<file path="config.mk">
export PLATFORM = sky130hd
export DESIGN_NAME = display_scan_ctrl
export DESIGN_NICKNAME = d
export VERILOG_FILES = /design/src/rtl/display_pkg.sv /design/src/rtl/display_scan_ctrl_decode.sv /design/src/rtl/display_scan_ctrl.sv
export SDC_FILE = /design/constraint.sdc
export NUM_CORES = 1
export LEC_CHECK = 0
export ABC_AREA = 1
export CORE_UTILIZATION = 58
export CTS_BUF_LIST = sky130_fd_sc_hd__clkbuf_8
export DETAILED_ROUTE_END_ITERATION = 12
export MAX_ROUTING_LAYER = met4
export PLACE_DENSITY = 0.83
export SYNTH_ARGS = -nofsm -noshare
export SYNTH_HDL_FRONTEND = slang
export SYNTH_SLANG_ARGS = --single-unit
export TNS_END_PERCENT = 100
</file>
<file path="constraint.sdc">
create_clock -name clk -period 2.34 [get_ports clk]
set_clock_uncertainty 0.2 [all_clocks]
set_input_delay 0.234 -clock clk [delete_from_list [all_inputs] [get_ports clk]]
set_output_delay 0.234 -clock clk [all_outputs]
set_load 0.005 [all_outputs]
</file>
<file path="src/rtl/display_pkg.sv">
// Shared constants for the seven-segment scan controller: segment patterns
// (active-low, a..g with a in the MSB), all-off values and the scan FSM states.
package display_pkg;

  typedef enum logic {
    BLANK = 1'b0,
    SCAN  = 1'b1
  } scan_state_t;

  localparam logic [6:0] SEG_OFF = 7'b1111111;
  localparam logic [3:0] AN_OFF  = 4'b1111;

  localparam logic [6:0] SEG_0 = 7'b0000001;
  localparam logic [6:0] SEG_1 = 7'b1001111;
  localparam logic [6:0] SEG_2 = 7'b0010010;
  localparam logic [6:0] SEG_3 = 7'b0000110;
  localparam logic [6:0] SEG_4 = 7'b1001100;
  localparam logic [6:0] SEG_5 = 7'b0100100;
  localparam logic [6:0] SEG_6 = 7'b0100000;
  localparam logic [6:0] SEG_7 = 7'b0001111;
  localparam logic [6:0] SEG_8 = 7'b0000000;
  localparam logic [6:0] SEG_9 = 7'b0000100;

endpackage

</file>
<file path="src/rtl/display_scan_ctrl_decode.sv">
// Combinational BCD to active-low seven-segment decoder; non-BCD codes
// (10-15) light nothing.
module bcd_seg_decode
  import display_pkg::*;
(
  input  logic [3:0] bcd,
  output logic [6:0] seg
);

  always_comb begin
    seg = SEG_OFF;
    case (bcd)
      4'd0:    seg = SEG_0;
      4'd1:    seg = SEG_1;
      4'd2:    seg = SEG_2;
      4'd3:    seg = SEG_3;
      4'd4:    seg = SEG_4;
      4'd5:    seg = SEG_5;
      4'd6:    seg = SEG_6;
      4'd7:    seg = SEG_7;
      4'd8:    seg = SEG_8;
      4'd9:    seg = SEG_9;
      default: seg = SEG_OFF;
    endcase
  end

endmodule

</file>
<file path="src/rtl/display_scan_ctrl.sv">
// Four-digit multiplexed seven-segment scan controller with a frame-aligned
// load handshake. Optional macro LEADING_ZERO_BLANK_EN blanks leading zeros.
module display_scan_ctrl
  import display_pkg::*;
#(
  parameter int CLK_DIV    = 50000,
  parameter int NUM_DIGITS = 4
) (
  input  logic        clk,
  input  logic        rst,
  input  logic        en,
  input  logic        load_valid,
  output logic        load_ready,
  input  logic [15:0] value,
  output logic [0:6]  SSeg,
  output logic [3:0]  an,
  output logic        frame_tick
);

  localparam int DW = $clog2(CLK_DIV);
  localparam int IW = $clog2(NUM_DIGITS);
  localparam logic [DW-1:0] DIV_LAST = DW'(CLK_DIV - 1);
  localparam logic [IW-1:0] IDX_LAST = IW'(NUM_DIGITS - 1);

  scan_state_t state, state_next;

  logic [DW-1:0] div;
  logic [IW-1:0] idx;
  logic [15:0]   display;
  logic [15:0]   pending;
  logic [3:0]    cur_digit;
  logic [6:0]    dec_seg;
  logic          digit_blank;
  logic          scanning;
  logic          slot_end;
  logic          wrap;
  logic          accept;
  logic          commit;

  // Scanning is gated by en directly so a falling en blanks on the very next edge.
  assign scanning = (state == SCAN) && en;
  assign slot_end = scanning && (div == DIV_LAST);
  assign wrap     = slot_end && (idx == IDX_LAST);
  assign accept   = load_valid && load_ready;
  assign commit   = !load_ready && (wrap || state == BLANK);

  always_ff @(posedge clk or posedge rst) begin
    if (rst) state <= BLANK;
    else     state <= state_next;
  end

  always_comb begin
    state_next = state;
    case (state)
      BLANK:   if (en)  state_next = SCAN;
      SCAN:    if (!en) state_next = BLANK;
      default: state_next = BLANK;
    endcase
  end

  always_ff @(posedge clk or posedge rst) begin
    if (rst) begin
      div <= '0;
      idx <= '0;
    end else if (!scanning) begin
      div <= '0;
      idx <= '0;
    end else if (slot_end) begin
      div <= '0;
      idx <= (idx == IDX_LAST) ? '0 : idx + 1'b1;
    end else begin
      div <= div + 1'b1;
    end
  end

  // load_ready low doubles as "pending holds an uncommitted value".
  always_ff @(posedge clk or posedge rst) begin
    if (rst) begin
      pending    <= '0;
      display    <= '0;
      load_ready <= 1'b1;
    end else if (commit) begin
      display    <= pending;
      load_ready <= 1'b1;
    end else if (accept) begin
      pending    <= value;
      load_ready <= 1'b0;
    end
  end

  assign cur_digit = display[{idx, 2'b00} +: 4];

  bcd_seg_decode u_dec (
    .bcd (cur_digit),
    .seg (dec_seg)
  );

`ifdef LEADING_ZERO_BLANK_EN
  always_comb begin
    digit_blank = (idx != '0);
    for (int unsigned i = 0; i < 4; i++) begin
      if (i >= 32'(idx) && display[4*i +: 4] != 4'd0) digit_blank = 1'b0;
    end
  end
`else
  assign digit_blank = 1'b0;
`endif

  always_ff @(posedge clk or posedge rst) begin
    if (rst) begin
      an         <= AN_OFF;
      SSeg       <= SEG_OFF;
      frame_tick <= 1'b0;
    end else begin
      frame_tick <= wrap;
      if (scanning) begin
        an   <= ~(4'b0001 << idx);
        SSeg <= digit_blank ? SEG_OFF : dec_seg;
      end else begin
        an   <= AN_OFF;
        SSeg <= SEG_OFF;
      end
    end
  end

endmodule
</file>
# After elaboration in Yosys (flattened, before gate mapping)
# Memories as Yosys holds them, arrays and structs flattened.
# Index checks and enable logic that the tools add are counted.
[word_totals] reg_bits=64 romBits=112 inputBits=20 out_inout_bits=13 elab_cells=39 mem_count=1
[classes] n_addsub=2 eq_ne=3 shift=2 muxes=10 bitwise=3 n_reduce_logical=9
[mem_list] name="(no name shown)" words=16 word_bits=7 read_ports=1 rd_ports_with_merged_regs=0 write_ports=0 line_no="display_scan_ctrl_decode.sv:12" rtl="case (bcd)"
[ops] cell="two-way mux 16 bit" count=2
[ops] cell="adder 16 x 1 -> 16 bit, second input constant" count=1
[ops] cell="equality test 16 bit, second input constant" count=1
[ops] cell="indexed part select 16 x 5 -> 4 bit" count=1
[ops] cell="two-way mux 7 bit" count=1
[ops] cell="two-way mux 2 bit" count=3
[ops] cell="logical AND 1 bit" count=5
[ops] cell="two-way mux 4 bit" count=1
[ops] cell="inverter 4 bit" count=1
[ops] cell="<< shifter 1 x 2 -> 4 bit, first input constant" count=1
[ops] cell="two-way mux 1 bit" count=3
[ops] cell="adder 2 x 1 -> 2 bit, second input constant" count=1
[ops] cell="equality test 2 bit, second input constant" count=1
[ops] cell="!= test 2 x 1 -> 1 bit, second input constant" count=1
[ops] cell="inverter 1 bit" count=2
[ops] cell="AND reduction 2 bit" count=1
[ops] cell="nonzero test 2 bit" count=1
[ops] cell="zero test 1 bit" count=1
[ops] cell="logical OR 1 bit" count=1

# Longest topological paths before layout
# Gate-level depths: netlist (run 1).
[depth] ltp_word=7 mapped_depth=11 ltp_nobuf=10

# Hierarchy
# From an unflattened synthesis (run 1), not the netlist that was laid out.
[hier_totals] cells_unflattened=318 hier_area_um2=2952.8
[modules_own_cells] module="display_scan_ctrl" instances=1 cells_each=283 area_per_inst_um2=2765.2 seq_area_each_um2=1616.6
[modules_own_cells] module="bcd_seg_decode" instances=1 cells_each=35 area_per_inst_um2=187.7 seq_area_each_um2=0.0

# Worst setup path after synthesis (run 1)
# No wires, ideal clock.
[synth_path] path_kind="register to register" from="register idx[0]" to="register SSeg[3] (netlist bit)" setup_time_ns=0.083 t_arrival_ns=1.357 required_time_ns=2.057 path_slack_ns=0.700 path_stages_with_launch=10 path_buffers=1 synth_period_minus_slack_ns=1.640 cell_sequence="dfrtp_1 buf_6 inv_4 nand2_1 nand3_1 nand2_1 ha_1 nand3_1 nand3_1 nand2_1"
[synth_via] elab_chain_len=3
[synth_rtl] item="start, declared" line_no="display_scan_ctrl.sv:28" rtl="logic [IW-1:0] idx;"
[synth_rtl] item="start signal, assigned" line_no="display_scan_ctrl.sv:70" rtl="idx <= (idx == IDX_LAST) ? '0 : idx + 1'b1;"
[synth_rtl] item="indexed part select 16 x 5 -> 4 bit" line_no="display_scan_ctrl.sv:91" rtl="assign cur_digit = display[{idx, 2'b00} +: 4];"
[synth_rtl] item="memory read (16 x 7 bit)"
[synth_rtl] item="two-way mux 7 bit" line_no="display_scan_ctrl.sv:116" rtl="if (scanning) begin"
[synth_rtl] item="end signal, assigned" line_no="display_scan_ctrl.sv:118" rtl="SSeg <= digit_blank ? SEG_OFF : dec_seg;"
[synth_rtl] item="end, declared" line_no="display_scan_ctrl.sv:15" rtl="output logic [0:6] SSeg,"
# Every way passes these cells.
# A chain may end at the register's enable or synchronous reset.

# Worst setup path in the final report (run 1)
[layout_path] from="register idx[0]" to="register SSeg[5] (netlist bit)"
# The elaborated chain is that of the path after synthesis.

==> metrics, run 1 <==
Post-synth EDFFs 0; FF-to-FF End SSeg[5]; global-route wire length before repair around 9000 um; Total Nets Final 386; final WL 5372 um; Layout fillers 373; Unique masters post-synth 33; clock-pin slew on the worst setup and hold paths 0.07 ns; register-to-register setup slack 0.34 ns; Setup Buffers After CTS 0; Clock Root Buffer clkbuf_8; Tmin final 1.995 ns; Post-Syn Nets 346; WL/cell 12.58 um; leakage 0.001671 uW; initial antenna violation count 0; status completed; synth warn 0; # DRC 0; Setup crit start idx[0]; crit path capture SSeg[5]; fin crit share a little under nine tenths; maximum buffer depth of the clock tree 2; flops & latches, synth 64; DR vias 2208; Initial Utilization 61.74%; most common library cells after synthesis nand2_1, dfrtp_1, nand3_1; Post-synth ARST share 100.0%; Switching Share a little over a quarter; grt total ovfl 0; unrepaired setup endpoints after global routing false; CP Launch Type flip-flop; Top FF cell, synth dfrtp_1; First-pass DRT Iterations 4; number of global-route vias before repair 2047; sequential power share a little under half; Avg Vias per Cell 5.171; CTS tree done; Core ar. between 0.004 and 0.005 mm^2; Die Span Y 73.61 um; Final Power approximately 3000 uW; GP Congestion 0.8904; total CTS buffers 9; largest area contributor in the netlist dfrtp_1; row count 25; Psw approximately 810 uW; worst endpoint required time ~2.4 ns; Pwr Density 840.0 mW/mm^2; Hold WC Path Type input pin to flip-flop; largest net degree at the start of global routing 49; Worst Tran Pin Value 0.5154 ns; critical path type flip-flop to flip-flop; Post-Route Setup TNS 0 ns; Max Cap Viol 0; Synth top area share 43.75%; endpoints failing hold 0; Avg Cell Area, Syn 9.442 um^2; cell area after synthesis slightly below 0.003 mm^2; Gate power share 17.9%; DPL Wire Length 3799 um; Int Pwr 2218 uW; CP Max Fanout 12; die footprint 0.005418 mm^2; post-synthesis sequential area ratio about 54%; Total Routing Usage GR 24.25%; Layout area overhead 21.12%; PortBufs 32; count of final setup violators 0; First DRT Iteration DRCs 120; Area contributors post-synth dfrtp_1, nand2_1, dfstp_2, nand3_1, mux2_2; I/O pins 33; most frequent cell after synthesis nand2_1; critical path arrival 2.06 ns; Cells after Synth 315; Slew Viols, Final 0; clock power share 35.5%; die width ~74 um; Max Fclk 501.2 MHz; R2R depth 8; number of antenna-violating nets in the routed design 0; # diodes 0; share of cells above drive strength 1 between 15 and 20%; Reg2Reg Launch Point idx[0]; Crit. End Element flip-flop; Max VDD drop 0.0005488 V; htree depth 3; post_cts resized 0; Worst-Skew Late Latency 0.34 ns; Slew HR 65.43%; CTS sink cnt 64
-- repair_timing --
| action | 4_1_cts | 5_1_grt |
|---|---|---|
| setup endpoints to repair | 0 | 0 |
| endpoints found under the hold margin | 9 | 0 |
| hold buffers | 1 | 0 |
-- how the worst min path moves through the flow --
stage | start | end | slack (ns) | cells after the start
finish | en | state | 0.19 | 1
global route | en | state | 0.19 | 1
detailed placement | display[9] | display[9] | 0.26 | 2
global placement | div[0] | div[0] | 0.25 | 1
CTS | en | state | 0.19 | 1
floorplan | en | state | 0.07 | 0
-- state kept, by name, summed over array words and instances (netlist names) --
name / count
pending: 16
load_ready: 1
idx: 2
an: 4
display: 16
state: 1
frame_tick: 1
SSeg: 7
div: 16
-- layer usage --
layer | vias to the layer above | GRT usage [%] | share of wire (%)
li1 | 1093 | - | -
met1 | 1041 | 30.38 | 45
met2 | 62 | 37.00 | 49
met3 | 12 | 4.801 | 4.1
met4 | 0 | 13.46 | 2.4
met5 | - | - | 0
-- area by class of cell --
class	count	area, um^2	share of cell area, %
flip-flops and latches	64	1617	44.88
multi-input cells	219	1214	33.69
repair buffers	35	357.8	9.934
clock buffers	11	151.4	4.203
inverters	26	100.1	2.779
well taps	67	83.83	2.327
clock inverters	5	78.83	2.188
-- cell usage in the layout, fill, tap and decap left out --
master	netlist	routed
clkinv_4	0	1
nand3_2	1	1
nand2_1	88	88
o21ai_0	3	3
xnor2_1	1	1
mux2_2	16	16
nand2_2	3	3
o21ai_1	2	2
clkinv_2	0	2
clkinv_1	1	1
dfstp_2	12	12
inv_1	22	21
clkdlybuf4s50_1	0	32
dlygate4sd3_1	0	1
nor3b_1	2	2
clkbuf_8	0	11
nand3_1	38	38
a21oi_4	1	1
nand2_4	2	2
nor2_1	30	30
inv_4	1	1
inv_2	2	3
dfrtp_1	52	52
o211ai_1	2	2
a21oi_1	4	4
nor2_2	2	2
o21a_1	1	1
nor2_4	1	1
xor2_1	5	5
ha_1	11	11
and2_1	1	1
o22ai_1	1	1
nand4_1	3	3
buf_4	1	1
nor3_1	1	1
bufinv_16	0	2
buf_12	0	1
-- stage by stage --
stage	hold slack, ns	std cells	area (um^2)	util [%]	setup WS (ns)
final	0.1916	427	3602	74.78	0.3448
after global routing	0.1876	427	3602	74.78	0.2074
after global placement	0.2509	410	3362	69.79	0.3839
after CTS	0.1872	427	3602	74.78	0.3603
after detailed placement	0.2589	410	3362	69.79	0.3298
after floorplan	0.06543	315	2974	-	0.3278
-- power groups by stage --
stage | combinational (uW) | clock, uW | sequential, uW
3_3_place_gp | 513 | 0 | 1420
2_1_floorplan | 381 | 0 | 1400
5_1_grt | 619 | 1130 | 1430
4_1_cts | 549 | 1080 | 1410
3_5_place_dp | 539 | 0 | 1430
6_report | 543 | 1070 | 1410
-- worst max-delay path: stages (launching register included) --
cell      delay [ns]
dfrtp_1         0.62
inv_4           0.13
nand2_1         0.09
nand3_1         0.07
nand2_1         0.21
inv_1           0.12
ha_1            0.21
o211ai_1        0.19
nand2_1         0.07
-- cell families after synthesis --
group,synth area share [%]
AOI/OAI and AO/OA,3.029
xor gates and xnor gates,1.767
adders and majority gates,4.628
buffers and inverters,4.838
DFF,54.35
muxes,6.058
and+or+nand+nor,25.33
Note: power is estimated with default switching activity, not from simulation.
==> inputs of run 2 (changes only) <==
--- a/config.mk
+++ b/config.mk
@@ -7,7 +7,7 @@
 export LEC_CHECK = 0
 export ABC_AREA = 1
 export CORE_UTILIZATION = 58
-export CTS_BUF_LIST = sky130_fd_sc_hd__clkbuf_8
+export CTS_BUF_LIST = sky130_fd_sc_hd__clkbuf_4 sky130_fd_sc_hd__clkbuf_8
 export DETAILED_ROUTE_END_ITERATION = 12
 export MAX_ROUTING_LAYER = met4
 export PLACE_DENSITY = 0.83
==> results of run 2 <==
No change in the layout: final DEF, timing and power equal those of run 1.
==> inputs of run 3 (changes only) <==
--- a/config.mk
+++ b/config.mk
@@ -10,7 +10,7 @@
 export CTS_BUF_LIST = sky130_fd_sc_hd__clkbuf_4 sky130_fd_sc_hd__clkbuf_8
 export DETAILED_ROUTE_END_ITERATION = 12
 export MAX_ROUTING_LAYER = met4
-export PLACE_DENSITY = 0.83
+export PLACE_DENSITY = 0.9
 export SYNTH_ARGS = -nofsm -noshare
 export SYNTH_HDL_FRONTEND = slang
 export SYNTH_SLANG_ARGS = --single-unit
==> metrics, run 3 (synthesis results as in run 1) <==
Clock Root Buffer clkbuf_8 (unchanged); post_cts resized 0 (unchanged); Avg Vias per Cell 5.265 (was 5.171); I/O pins 33 (unchanged); row count 25 (unchanged); Max VDD drop 0.0005611 V (was 0.0005488 V); Pwr Density 883.8 mW/mm^2 (was 840.0 mW/mm^2); CTS sink cnt 64 (unchanged); grt total ovfl 0 (unchanged); First-pass DRT Iterations 5 (was 4); Slew Viols, Final 0 (unchanged); endpoints failing hold 0 (unchanged); die width 73.61 um (unchanged); CP Launch Type flip-flop (unchanged); die footprint 0.005418 mm^2 (unchanged); WL/cell 13.04 um (was 12.58 um); Total Nets Final 385 (was 386); Max Cap Viol 0 (unchanged); worst hold margin 0.06943 ns (was 0.1916 ns); Max Fclk 493.9 MHz (was 501.2 MHz); Hold WC Path Type input pin to async pin (was input pin to flip-flop); total CTS buffers 9 (unchanged); worst endpoint required time 2.36 ns (was 2.41 ns); htree depth 3 (unchanged); hold_buf cts 0 (was 1); Layout area overhead 22.04% (was 21.12%); leakage 0.001673 uW (was 0.001671 uW); First DRT Iteration DRCs 135 (was 120); CP Max Fanout 17 (was 12); DR vias 2243 (was 2208); Total Routing Usage GR 24.78% (was 24.25%); status completed (unchanged); GP Congestion 0.8583 (was 0.8904); # diodes 0 (unchanged); Layout fillers 344 (was 373); PortBufs 32 (unchanged); clock-pin slew on the worst setup and hold paths 0.07 ns (about the same); Setup Buffers After CTS 0 (unchanged); unrepaired setup endpoints after global routing false (unchanged); Worst Tran Pin Value 0.4963 ns (was 0.5154 ns); critical path type flip-flop to flip-flop (unchanged); most common cell after layout, fill and taps aside nand2_1 (unchanged); DPL Wire Length 3864 um (was 3799 um); Tmin final 2.025 ns (was 1.995 ns); final WL 5553 um (was 5372 um); largest net degree at the start of global routing 65 (was 49); Core ar. 0.004817 mm^2 (unchanged); Post-Route Setup TNS 0 ns (unchanged); share of cells above drive strength 1 16.71% (was 16.67%); global-route wire length before repair 9639 um (was 9266 um); fin crit share 86.53% (was 85.26%); critical path arrival 2.05 ns (was 2.06 ns); number of antenna-violating nets in the routed design 0 (unchanged); CTS tree done (unchanged); number of global-route vias before repair 2130 (was 2047); # DRC 0 (unchanged); initial antenna violation count 0 (unchanged); Die Span Y 73.61 um (unchanged); maximum buffer depth of the clock tree 2 (unchanged); Slew HR 66.71% (was 65.43%); count of final setup violators 0 (unchanged); Initial Utilization 61.74% (unchanged); Crit. End Element flip-flop (unchanged); Largest regs display x16, div x16, pending x16 (unchanged); Worst-Skew Late Latency 0.34 ns (about the same); commonest non-fill, non-tap cells in the layout nand2_1, dfrtp_1, nand3_1, clkdlybuf4s50_1, nor2_1 (unchanged)
==> run 3: cell types whose count changed in the layout (fill, tap and decap cells not counted) <==
cell,previous run,this run
clkbuf_8,11,9
dlygate4sd3_1,1,0
bufinv_16,2,4
clkinvlp_4,0,2
clkinv_2,2,0
==> run 3: metrics by stage <==
step / power (uW) / setup WS, ns / util, % / cells / area, um^2
2_1_floorplan: 1782 / 0.3278 / - / 315 / 2974
3_3_place_gp: 1932 / 0.3912 / 69.79 / 410 / 3362
3_5_place_dp: 1968 / 0.3437 / 69.79 / 410 / 3362
4_1_cts: 3224 / 0.3187 / 75.35 / 426 / 3630
5_1_grt: 3367 / 0.1563 / 75.35 / 426 / 3630
6_report: 3208 / 0.3152 / 75.35 / 426 / 3630
==> run 3: power by group <==
| part | internal, uW | leakage, uW | switching [uW] |
|---|---|---|---|
| Combinational | 251 | 0.000759 | 295 |
| Sequential | 1310 | 0.000788 | 102 |
| Clock | 816 | 0.000126 | 433 |
| Total | 2380 | 0.00167 | 830 |
==> run 3: worst paths after layout <==
kind | slack, ns | end | startpoint | cells past startpoint
max | 0.32 | display[0] | idx[0] | 8
min | 0.07 | pending[10] | rst | 3
max reg2reg | 0.32 | display[0] | idx[0] | 8
min reg2reg | 0.27 | div[0] | div[0] | 1
max in group asynchronous | 1.55 | SSeg[2] | rst | 3
min in group clk | 0.20 | state | en | 1
==> run 3: area by class of cell <==
type	instances	area (um^2)	share of cell area, %
Sequential cell	64	1617	44.54
Inverter	26	100.1	2.758
Multi-Input combinational cell	219	1214	33.44
Clock buffer	9	123.9	3.413
Clock inverter	7	143.9	3.964
Timing Repair Buffer	34	347.8	9.583
Tap cell	67	83.83	2.310
==> run 3: routing by layer <==
metal	wire length [um]	up-vias	share of wire, %	global-route usage (%)
met1	2452	1075	44	30.08
met4	134	0	2.4	11.75
met2	2756	61	50	39.76
li1	-	1090	-	-
met5	0	-	0	-
met3	209	17	3.8	5.075
==> run 3: critical path, stage by stage (launching register included) <==
cell and delay, ns:
dfrtp_1 0.62, ha_1 0.22, inv_1 0.07, nor2_4 0.12, nand3_2 0.12, nand2_4 0.20
nand2_4 0.16, nand2_1 0.12, nand2_1 0.08
